$ cat config.mk
export PLATFORM = sky130hd
export DESIGN_NAME = immediate_encoder
export DESIGN_NICKNAME = d
export VERILOG_FILES = /design/src/rtl/immediate_encoder_pkg.sv /design/src/rtl/immediate_encoder_rotate_left_32.sv /design/src/rtl/immediate_encoder.sv
export SDC_FILE = /design/constraint.sdc
export NUM_CORES = 1
export LEC_CHECK = 0
export ABC_AREA = 1
export CAP_MARGIN = 20
export CORE_UTILIZATION = 50
export CTS_BUF_LIST = sky130_fd_sc_hd__clkbuf_4
export DETAILED_ROUTE_END_ITERATION = 8
export GPL_TIMING_DRIVEN = 0
export PLACE_DENSITY = 0.73
export REMOVE_ABC_BUFFERS = 1
export SLEW_MARGIN = 15
export SYNTH_ARGS = -nofsm -noshare
export SYNTH_HDL_FRONTEND = slang
export SYNTH_SLANG_ARGS = --single-unit
$ cat constraint.sdc
create_clock -name clk -period 4.2 [get_ports clk]
set_clock_uncertainty 0.15 [all_clocks]
set_input_delay 0.84 -clock clk [delete_from_list [all_inputs] [get_ports clk]]
set_output_delay 0.84 -clock clk [all_outputs]
set_load 0.03 [all_outputs]
$ cat src/rtl/immediate_encoder_pkg.sv
// Shared constants for the immediate encoder and the immediate extender.
// The imm_src encodings must stay identical to the ones the extender decodes.
package immediate_encoder_pkg;

    localparam logic [1:0] IMM_SRC_DP    = 2'b00;
    localparam logic [1:0] IMM_SRC_MEM   = 2'b01;
    localparam logic [1:0] IMM_SRC_SHAMT = 2'b10;

    localparam int unsigned IMM_W  = 12;
    localparam int unsigned IMM8_W = 8;

    typedef enum logic [1:0] {
        S_IDLE   = 2'b00,
        S_SEARCH = 2'b01,
        S_DONE   = 2'b10
    } state_e;

    // True when a candidate fits entirely in the low imm8 byte.
    function automatic logic fits_imm8(input logic [31:0] cand);
        return cand[31:IMM8_W] == '0;
    endfunction

endpackage

$ cat src/rtl/immediate_encoder_rotate_left_32.sv
// Combinational 32-bit rotate-left by a 5-bit amount.
module rotate_left_32 (
    input  logic [31:0] data,
    input  logic [4:0]  amt,
    output logic [31:0] result
);

    logic [63:0] doubled;

    // The upper half of the shifted doubled word is the rotation; amt == 0 gives data.
    always_comb begin
        doubled = {data, data} << amt;
        result  = doubled[63:32];
    end

endmodule

$ cat src/rtl/immediate_encoder.sv
// Multi-cycle search for the 12-bit immediate field that expands back to a 32-bit constant.
// Data-processing constants try one even rotation per clock, lowest rotation first.
module immediate_encoder
    import immediate_encoder_pkg::*;
#(
    parameter int unsigned DATA_WIDTH = 32,
    parameter int unsigned ROT_W      = 4
) (
    input  logic                  clk,
    input  logic                  reset_n,
    input  logic                  start,
    input  logic [DATA_WIDTH-1:0] value_in,
    input  logic [1:0]            imm_src,
    output logic                  busy,
    output logic                  done,
    output logic                  encodable,
    output logic [IMM_W-1:0]      immediate_output
);

    localparam logic [ROT_W-1:0] ROT_LAST = '1;

    state_e                  state_q, state_d;
    logic [ROT_W-1:0]        rot_q, rot_d;
    logic [DATA_WIDTH-1:0]   value_q, value_d;
    logic [1:0]              src_q, src_d;
    logic                    busy_q, busy_d;
    logic                    done_q, done_d;
    logic                    enc_q, enc_d;
    logic [IMM_W-1:0]        imm_q, imm_d;
    logic [DATA_WIDTH-1:0]   cand;

    rotate_left_32 u_rotate (
        .data   (value_q),
        .amt    ({rot_q, 1'b0}),
        .result (cand)
    );

    always_comb begin
        state_d = state_q;
        rot_d   = rot_q;
        value_d = value_q;
        src_d   = src_q;
        enc_d   = enc_q;
        imm_d   = imm_q;
        busy_d  = 1'b0;
        done_d  = 1'b0;
        unique case (state_q)
            S_IDLE: begin
                if (start) begin
                    value_d = value_in;
                    src_d   = imm_src;
                    rot_d   = '0;
                    state_d = S_SEARCH;
                    busy_d  = 1'b1;
                end
            end
            S_SEARCH: begin
                busy_d = 1'b1;
                unique case (src_q)
                    IMM_SRC_DP: begin
                        if (fits_imm8(cand)) begin
                            enc_d   = 1'b1;
                            imm_d   = {rot_q, cand[IMM8_W-1:0]};
                            state_d = S_DONE;
                            done_d  = 1'b1;
                        end else if (rot_q == ROT_LAST) begin
                            enc_d   = 1'b0;
                            imm_d   = '0;
                            state_d = S_DONE;
                            done_d  = 1'b1;
                        end else begin
                            rot_d = rot_q + 1'b1;
                        end
                    end
                    IMM_SRC_MEM: begin
                        enc_d   = (value_q[DATA_WIDTH-1:12] == '0);
                        imm_d   = enc_d ? value_q[11:0] : '0;
                        state_d = S_DONE;
                        done_d  = 1'b1;
                    end
                    IMM_SRC_SHAMT, 2'b11: begin
                        // shamt lives in field bits [11:7], as the extender decodes it
                        enc_d   = (value_q[DATA_WIDTH-1:5] == '0);
                        imm_d   = enc_d ? {value_q[4:0], 7'b0} : '0;
                        state_d = S_DONE;
                        done_d  = 1'b1;
                    end
                    default: state_d = S_DONE;
                endcase
            end
            S_DONE: begin
                state_d = S_IDLE;
            end
            default: state_d = S_IDLE;
        endcase
    end

    always_ff @(posedge clk or negedge reset_n) begin
        if (!reset_n) begin
            state_q <= S_IDLE;
            rot_q   <= '0;
            value_q <= '0;
            src_q   <= '0;
            busy_q  <= 1'b0;
            done_q  <= 1'b0;
            enc_q   <= 1'b0;
            imm_q   <= '0;
        end else begin
            state_q <= state_d;
            rot_q   <= rot_d;
            value_q <= value_d;
            src_q   <= src_d;
            busy_q  <= busy_d;
            done_q  <= done_d;
            enc_q   <= enc_d;
            imm_q   <= imm_d;
        end
    end

    assign busy             = busy_q;
    assign done             = done_q;
    assign encodable        = enc_q;
    assign immediate_output = imm_q;

endmodule

# Word-level counts from Yosys, hierarchy flattened
# Index checks and enable logic that the tools add are counted.
[totals] word_cells=57 latch_bits=0 ramBits=0 reg_bits=55 n_memories=0 rom_bits=0 out_inout_bits=15 inputBits=37
[classes] n_div=0 bitwise_logic=0 add_sub_neg=1 mul=0 n_eq_ne=11 n_lt_le_gt_ge=0 reduce_logical=12 n_shift=1 muxes=24
[ops] op="64-bit by 5-bit left shift with 64-bit output" count=1
[ops] op="12-bit two-way mux" count=4
[ops] op="12-bit one-hot mux with 3 select lines" count=1
[ops] op="27-bit logical NOT" count=1
[ops] op="24-bit logical NOT" count=1
[ops] op="20-bit logical NOT" count=1
[ops] op="4-bit two-way mux" count=4
[ops] op="2-bit inequality test, second input constant" count=4
[ops] op="2-bit one-hot mux with 2 select lines" count=2
[ops] op="4-bit one-hot mux with 2 select lines" count=1
[ops] op="1-bit two-way mux" count=6
[ops] op="2-bit two-way mux" count=3
[ops] op="2-bit AND reduction" count=3
[ops] op="5-bit AND reduction" count=1
[ops] op="4-bit by 1-bit adder with 4-bit output, second input constant" count=1
[ops] op="2-bit by 1-bit == test with 1-bit output, second input constant" count=2
[ops] op="2-bit == test, second input constant" count=2
[ops] op="4-bit == test, second input constant" count=1
[ops] op="2-bit logical NOT" count=2
[ops] op="4-bit inequality test, second input constant" count=1
[ops] op="1-bit one-hot mux with 2 select lines" count=2
[ops] op="3-bit inequality test, second input constant" count=1
[ops] op="1-bit one-hot mux with 3 select lines" count=1
[ops] op="3-bit OR reduction" count=1
[ops] op="other kinds (2)" count=2

# Logic depth before layout (Yosys ltp)
# Gate-level depths: netlist of the first run.
[depth] word_depth=5 mapped_depth=19 ltp_nobuf=17

# Hierarchy
# Synthesis of the first run repeated with hierarchy kept, for this count alone.
[unflattened] cells_unflattened=693 hier_area_um2=5250.0
[modules_own_cells] mod="immediate_encoder" area_per_inst_um2=2666.3 cells_per_inst=301 instances=1 seq_area_each_um2=1376.3
[modules_own_cells] mod="rotate_left_32" area_per_inst_um2=2583.7 cells_per_inst=392 instances=1 seq_area_each_um2=0.0

# Worst setup path before layout of the first run
# Ideal clock, no wire load.
[synth_path] path_type="reg-to-reg" from="reg rot_q[0]" to="reg enc_q, in the netlist encodable" path_stages_with_launch=18 setup_ps=117 required_time_ps=3933 n_path_buf=3 period_less_slack_ps=2105 setup_slack_ps=2095 arrival_time_ps=1838 cell_sequence="dfrtp_1 buf_6 buf_6 nand2_2 nand3_2 nand2_1 inv_2 nor2_1 nand2_1 nand2_1 nand3_1 nand2_2 nand3_4 nand2_1 nand2_2 buf_4 nand2_1 nand2_1"
[synth_via] elab_chain_len=4 elab_cells_between_ends=7 cone_classes="2 x eq/ne; 1 x shift; 2 x mux; 2 x reduce/logical"
[synth_lines] element="from (decl)" line_no="immediate_encoder.sv:23" source="logic [ROT_W-1:0] rot_q, rot_d;"
[synth_lines] element="from (signal assigned)" line_no="immediate_encoder.sv:110" source="rot_q <= rot_d;"
[synth_lines] element="64-bit by 5-bit left shift with 64-bit output" line_no="immediate_encoder_rotate_left_32.sv:12" source="doubled = {data, data} << amt;"
[synth_lines] element="24-bit logical NOT" line_no="immediate_encoder_pkg.sv:20" source="return cand[31:IMM8_W] == '0;"
[synth_lines] element="1-bit two-way mux / 3-bit inequality test (equally long branches)"
[synth_lines] element="1-bit one-hot mux with 3 select lines / 2-bit AND reduction (equally long branches)"
[synth_lines] element="to (signal assigned)" line_no="immediate_encoder.sv:115" source="enc_q <= enc_d;"
[synth_lines] element="to (decl)" line_no="immediate_encoder.sv:28" source="logic enc_q, enc_d;"
# Several ways; a longest one is shown, not always the timed one.
# A chain may end at the register's enable or synchronous reset.

# Final worst setup path of the first run
[layout_path] from="reg rot_q[0]" to="reg imm_q[2], in the netlist immediate_output[2]"
[layout_via] elab_chain_len=4 elab_cells_between_ends=7 cone_classes="2 x eq/ne; 1 x shift; 2 x mux; 2 x reduce/logical"
[layout_lines] element="64-bit by 5-bit left shift with 64-bit output" line_no="immediate_encoder_rotate_left_32.sv:12"
[layout_lines] element="24-bit logical NOT" line_no="immediate_encoder_pkg.sv:20"
[layout_lines] element="12-bit two-way mux / 3-bit inequality test (equally long branches)"
[layout_lines] element="12-bit one-hot mux with 3 select lines / 2-bit AND reduction (equally long branches)"
[layout_lines] element="to (signal assigned)" line_no="immediate_encoder.sv:116" source="imm_q <= imm_d;"
[layout_lines] element="to (decl)" line_no="immediate_encoder.sv:29" source="logic [IMM_W-1:0] imm_q, imm_d;"
# Several ways; a longest one is shown, not always the timed one.

==> impl_metrics.json, run 1 <==
{
  "synth_top_family_by_area": "simple AND/OR/NAND/NOR gates",
  "arrival_ns": 3.61,
  "grt.overflow.total": 0,
  "status": "complete, no violations",
  "drv_slew": 0,
  "combPwrFrac": 0.610,
  "final_cells": 804,
  "cpPeakStageDelay_ns": 0.88,
  "switching_share": 0.5576,
  "num_rows": 33,
  "max_slew_margin": 0.4023,
  "cts_buffers": 5,
  "fin_nets": 736,
  "syn_inst": 673,
  "dr.pass1.iters": 6,
  "h-tree-depth": 2,
  "grt_use_total": 0.2978,
  "seq_power_share": 0.311,
  "clkTransAtPathRegs_ns": 0.18,
  "switching_power_mw": 1.811,
  "drc": 0,
  "syn_avg_cell_area_um2": 6.340,
  "hp-class": "in -> async",
  "cts-root-buf": "clkbuf_4",
  "design_area_um2": 4817,
  "ys_ff_latch": 55,
  "core_um2": 8217,
  "met2_usage": 0.4475,
  "p_leak_nw": 2.475,
  "wl_per_cell_um": 15.00,
  "initial_utilization": 0.5193,
  "synth_xor_xnor_area_share": 0,
  "cts_setup_buffers": 0,
  "final_common_cell": "nand2_1",
  "yosysWarnings": 0,
  "grt_pass1_wl_um": 20470,
  "critical_path.top_delay_family": "simple AND/OR/NAND/NOR gates",
  "yosys.area_share.adder": 0.002933,
  "peakVddDrop_v": 0.0004047,
  "fp.dieW_um": 94.38,
  "final_core_util": 0.5863,
  "finalCritPeriodShare": 0.8155,
  "portBuffers": 51,
  "busiest_layer": "met2",
  "grt_pass1_vias": 4257,
  "tightestPinTransition_ns": 0.8933,
  "antenna_found_initial": 0,
  "met3_usage": 0.05717,
  "synth_simple_gate_area_frac": 0.4804,
  "dpl.hpwl_um": 9329,
  "drive_gt1_frac": 0.06867,
  "synth.area.mux_share": 0.03695,
  "fmaxAchievable_ghz": 0.2920,
  "via_per_inst": 5.642,
  "num_antenna_cells": 0,
  "num_io_pins": 52,
  "grtUsageMet1": 0.4278,
  "final_cell_mix": "244 x nand2_1, 131 x nand3_1, 54 x dfrtp_1",
  "grt_max_degree": 56,
  "syn-cell-area_um2": 4267,
  "routed_wl_um": 12060,
  "drt_iter0_markers": 454,
  "path_class": "reg -> reg",
  "ant_nets": 0,
  "holdBufCountCts": 0,
  "die_h_um": 94.38,
  "cpMaxStageDelayCell": "dfrtp_2",
  "tns_ns": 0,
  "drv_cap": 0,
  "hold_viol_final": 0,
  "dieArea_um2": 8907,
  "synth_compound_area_frac": 0.05953,
  "whs_ns": 0.3027,
  "ys_types": 27,
  "worstPathCellList": "inv_2 -> nand2_1 -> nand3_1 -> nand2_1 -> inv_2 -> nor2_1 -> nand2_1 -> nand2_1 -> nand3_1 -> nand2_2 -> nand3_4 -> a21oi_4 -> nand2_1 -> nand2_1",
  "p_per_area_nw_per_um2": 674.1,
  "vias": 4536,
  "crit_buf_inv": 2,
  "finalWeightedCongestion": 0.9842,
  "clk_latency_ns": 0.39,
  "cp_common_cell": "nand2_1",
  "cts.repair.resized": 0,
  "post-route-min-period_ns": 3.425,
  "p_int_mw": 1.437,
  "cts.sinks": 55,
  "cp_data_required_time_ns": 4.39,
  "cts_tree": "done",
  "place_inst": 796,
  "cp_max_fo": 39,
  "cts.path.max_buffers": 2,
  "synth_seq_area_share": 0.3226,
  "setup_viol_count_final": 0,
  "area_growth_pct": 12.90,
  "cp-start-kind": "register",
  "cp-end-kind": "register",
  "rsz0062_at_grt": "false",
  "clockPowerShare": 0.079,
  "postPlaceCellArea_um2": 4753
}
[logic make-up (layout without fill, tap and decap cells)]
kind of cell | count (synthesis) | after routing
DFF | 55 | 55
AOI/OAI and AO/OA | 46 | 46
and+or+nand+nor | 469 | 469
muxes | 14 | 14
buffers and inverters | 88 | 114
adders and majority gates | 1 | 1
[per-stage QoR]
| step | power [mW] | worst slack [ns] |
|---|---|---|
| 2_1_floorplan | 2.341 | 1.239 |
| 3_3_place_gp | 2.900 | 0.3154 |
| 3_5_place_dp | 2.951 | 0.8696 |
| 4_1_cts | 3.217 | 0.8170 |
| 5_1_grt | 3.582 | 0.4627 |
| 6_report | 3.247 | 0.7749 |
[synthesized netlist by cell type]
master | instances | area, µm²
inv_4 | 1 | 6.260
o31ai_1 | 5 | 37.54
nor2_1 | 53 | 198.9
o21ai_0 | 12 | 60.06
nand3_4 | 1 | 17.52
mux2_2 | 14 | 157.7
nor3_1 | 1 | 5.000
buf_6 | 7 | 78.83
buf_4 | 5 | 37.54
buf_1 | 3 | 11.26
o21ai_1 | 2 | 10.01
inv_2 | 4 | 15.01
and2_1 | 1 | 6.260
nor4_1 | 8 | 50.05
buf_2 | 10 | 50.05
a21oi_4 | 1 | 16.27
clkbuf_1 | 11 | 41.29
nand4_1 | 16 | 100.1
ha_1 | 1 | 12.51
a21oi_1 | 26 | 130.1
nand3_2 | 4 | 40.04
nand3_1 | 131 | 655.6
nand2_2 | 8 | 50.05
nand2_1 | 245 | 919.6
dfrtp_1 | 55 | 1376
nor2_2 | 1 | 6.260
inv_1 | 47 | 176.4
[path summary, 6_finish.rpt]
path | startpoint | to | slack, ns | cells after the start
max | rot_q[0] | immediate_output[2] | 0.77 | 14
min in group clk | immediate_output[9] | immediate_output[9] | 0.35 | 2
max reg2reg | rot_q[0] | immediate_output[2] | 0.77 | 14
min reg2reg | immediate_output[9] | immediate_output[9] | 0.35 | 2
max in group asynchronous | reset_n | rot_q[0] | 3.10 | 1
min | reset_n | value_q[26] | 0.30 | 1
[power groups by stage]
| stage | Sequential, mW | Combinational [mW] | Clock (mW) |
|---|---|---|---|
| final | 1.01 | 1.98 | 0.256 |
| after global routing | 1.03 | 2.26 | 0.287 |
| after CTS | 0.999 | 1.95 | 0.270 |
| after detailed placement | 1.01 | 1.94 | 0 |
| after global placement | 1.03 | 1.87 | 0 |
| after floorplan | 0.949 | 1.39 | 0 |
[state kept, by name, summed over array words and instances (netlist names)]
| name | count |
|---|---|
| value_q | 32 |
| immediate_output | 12 |
| done | 1 |
| state_q | 2 |
| busy | 1 |
| rot_q | 4 |
| src_q | 2 |
| encodable | 1 |
[routing by layer]
layer	vias to the layer above	share of wire
met1	2074	0.49
met5	-	0
met2	179	0.42
li1	2253	-
met4	0	0.026
met3	30	0.064
[final cells by class]
class                      instances  area (µm²)
fill                             831        3400
tap                              105       131.4
sequential                        55        1378
inverter                          52       197.7
timing repair buffer              54       570.5
multi-input combinational        530        2476
clock buffer                       5       37.54
clock inverter                     3       26.28
(Power assumes the default switching activity.)
==> run 2, diff against run 1 <==
PLACE_DENSITY = 0.76   (was 0.73)
clock period = 2.9 ns   (was 4.2 ns; I/O delays follow)
==> impl_metrics.json, run 2 (synthesized netlist as in run 1, its figures left out) <==
{
  "wl_per_cell_um": 16.10,
  "largest_register_ffs": 32,
  "final_core_util": 0.5992,
  "area_growth_pct": 15.40,
  "core_um2": 8217,
  "status": "complete, no violations",
  "routed_wl_um": 13030,
  "post-route-min-period_ns": 2.714,
  "dieArea_um2": 8907,
  "regMostFlops": "value_q",
  "portBuffers": 51,
  "p_per_area_nw_per_um2": 996.0,
  "dpl.hpwl_um": 9481,
  "drv_slew": 0,
  "grt_max_degree": 49,
  "via_per_inst": 5.669,
  "grt_use_total": 0.3048,
  "tightestPinTransition_ns": 0.8791,
  "cp_max_fo": 14,
  "clkTransAtPathRegs_ns": 0.17,
  "cts_buffers": 5,
  "path_class": "reg -> reg",
  "drive_gt1_frac": 0.07813,
  "final_cells": 809,
  "finalWeightedCongestion": 0.9550,
  "initial_utilization": 0.5193,
  "ant_nets": 0,
  "fin_nets": 741,
  "cp_data_required_time_ns": 3.06,
  "grt_pass1_vias": 4170,
  "setup_viol_count_final": 0,
  "num_rows": 33,
  "place_ws_ns": -0.5688,
  "grt_pass1_wl_um": 20650,
  "arrival_ns": 2.87,
  "max_slew_margin": 0.4118,
  "tns_ns": 0,
  "drc": 0,
  "fp.dieW_um": 94.38,
  "vias": 4586,
  "final_common_cell": "nand2_1",
  "place_inst": 795,
  "cts_tree": "done",
  "h-tree-depth": 2,
  "num_antenna_cells": 0,
  "cts-root-buf": "clkbuf_4",
  "peakVddDrop_v": 0.0006055,
  "clk_latency_ns": 0.39,
  "cts.sinks": 55,
  "cp-start-kind": "register",
  "worst_slack_ns": 0.1857,
  "cts.path.max_buffers": 2,
  "final_cell_mix": "244 x nand2_1, 131 x nand3_1, 53 x nor2_1",
  "fillCellCount": 848,
  "cp-end-kind": "register",
  "hold_viol_final": 0,
  "drt_iter0_markers": 440,
  "antenna_found_initial": 0,
  "num_io_pins": 52,
  "dr.pass1.iters": 6,
  "drv_cap": 0,
  "grt.overflow.total": 0,
  "power_mw": 4.904,
  "p_leak_nw": 2.510,
  "finalCritPeriodShare": 0.9360,
  "hp-class": "reg -> reg",
  "fmaxAchievable_ghz": 0.3684,
  "die_h_um": 94.38
}
run 2: cell count changes in the layout (fill, tap and decap cells not counted), moves of 2 or more:
| cell | change |
|---|---|
| inv_2 | -2 |
| dfrtp_1 | -2 |
| dfrtp_4 | +3 |
| clkinvlp_4 | +2 |
| buf_12 | +2 |
run 2: final timing paths:
path                                         to  slack (ns)                start  cells past startpoint
max reg2reg                immediate_output[10]        0.19             rot_q[0]                     15
max                        immediate_output[10]        0.19             rot_q[0]                     15
min reg2reg                 immediate_output[9]        0.35  immediate_output[9]                      2
max in group asynchronous              rot_q[0]        1.49              reset_n                      3
min                         immediate_output[9]        0.35  immediate_output[9]                      2
min in group asynchronous   immediate_output[1]        0.53              reset_n                      2
run 2: stage by stage:
step           hold WS, ns  area, µm²
3_3_place_gp        0.3166       4690
4_1_cts          0.0003112       4850
3_5_place_dp        0.3156       4730
5_1_grt             0.3754       4923
2_1_floorplan       0.1344       4048
6_report            0.3507       4923
run 2: cell type report:
| type | instances | area, µm² | share of cell area |
|---|---|---|---|
| well taps | 105 | 131.4 | 0.02668 |
| multi-input cells | 530 | 2486 | 0.5050 |
| flip-flops and latches | 55 | 1388 | 0.2818 |
| clock buffers | 5 | 37.54 | 0.007624 |
| repair buffers | 59 | 620.6 | 0.1260 |
| clock inverters | 3 | 46.29 | 0.009403 |
| inverters | 52 | 214.0 | 0.04346 |
run 2: per-layer routing:
| layer | share of wire | routed length, µm | global-route usage | vias to the layer above |
|---|---|---|---|---|
| li1 | - | - | - | 2264 |
| met1 | 0.44 | 5714 | 0.4320 | 2096 |
| met2 | 0.44 | 5797 | 0.4517 | 193 |
| met3 | 0.086 | 1117 | 0.06361 | 33 |
| met4 | 0.031 | 398 | 0.1192 | 0 |
| met5 | 0 | 0 | 0 | - |
run 2: report_power, final:
group          switching [mW]  total [mW]  internal (mW)
registers               0.432        1.47           1.04
logic                    2.00        2.98          0.986
clock network           0.268       0.453          0.185
run 2: critical path, cell delays in order, from the launching register on:
cell     delay [ns]
dfrtp_4        0.59
buf_4          0.22
nand2_1        0.09
nand3_1        0.16
nand2_1        0.17
inv_2          0.03
nor2_1         0.10
nand2_1        0.06
nand2_1        0.10
nand3_1        0.14
nand2_4        0.21
nand3_4        0.14
nand2_1        0.11
nand2_2        0.17
nand2_1        0.12
nand2_1        0.07
run 2: timing repair:
action	4_1_cts	5_1_grt
setup endpoints to repair	20	19
gates resized for setup	6	7
buffers inserted	2	3
pin swaps	0	1
hold buffers	0	1
hold endpoints to repair	0	10
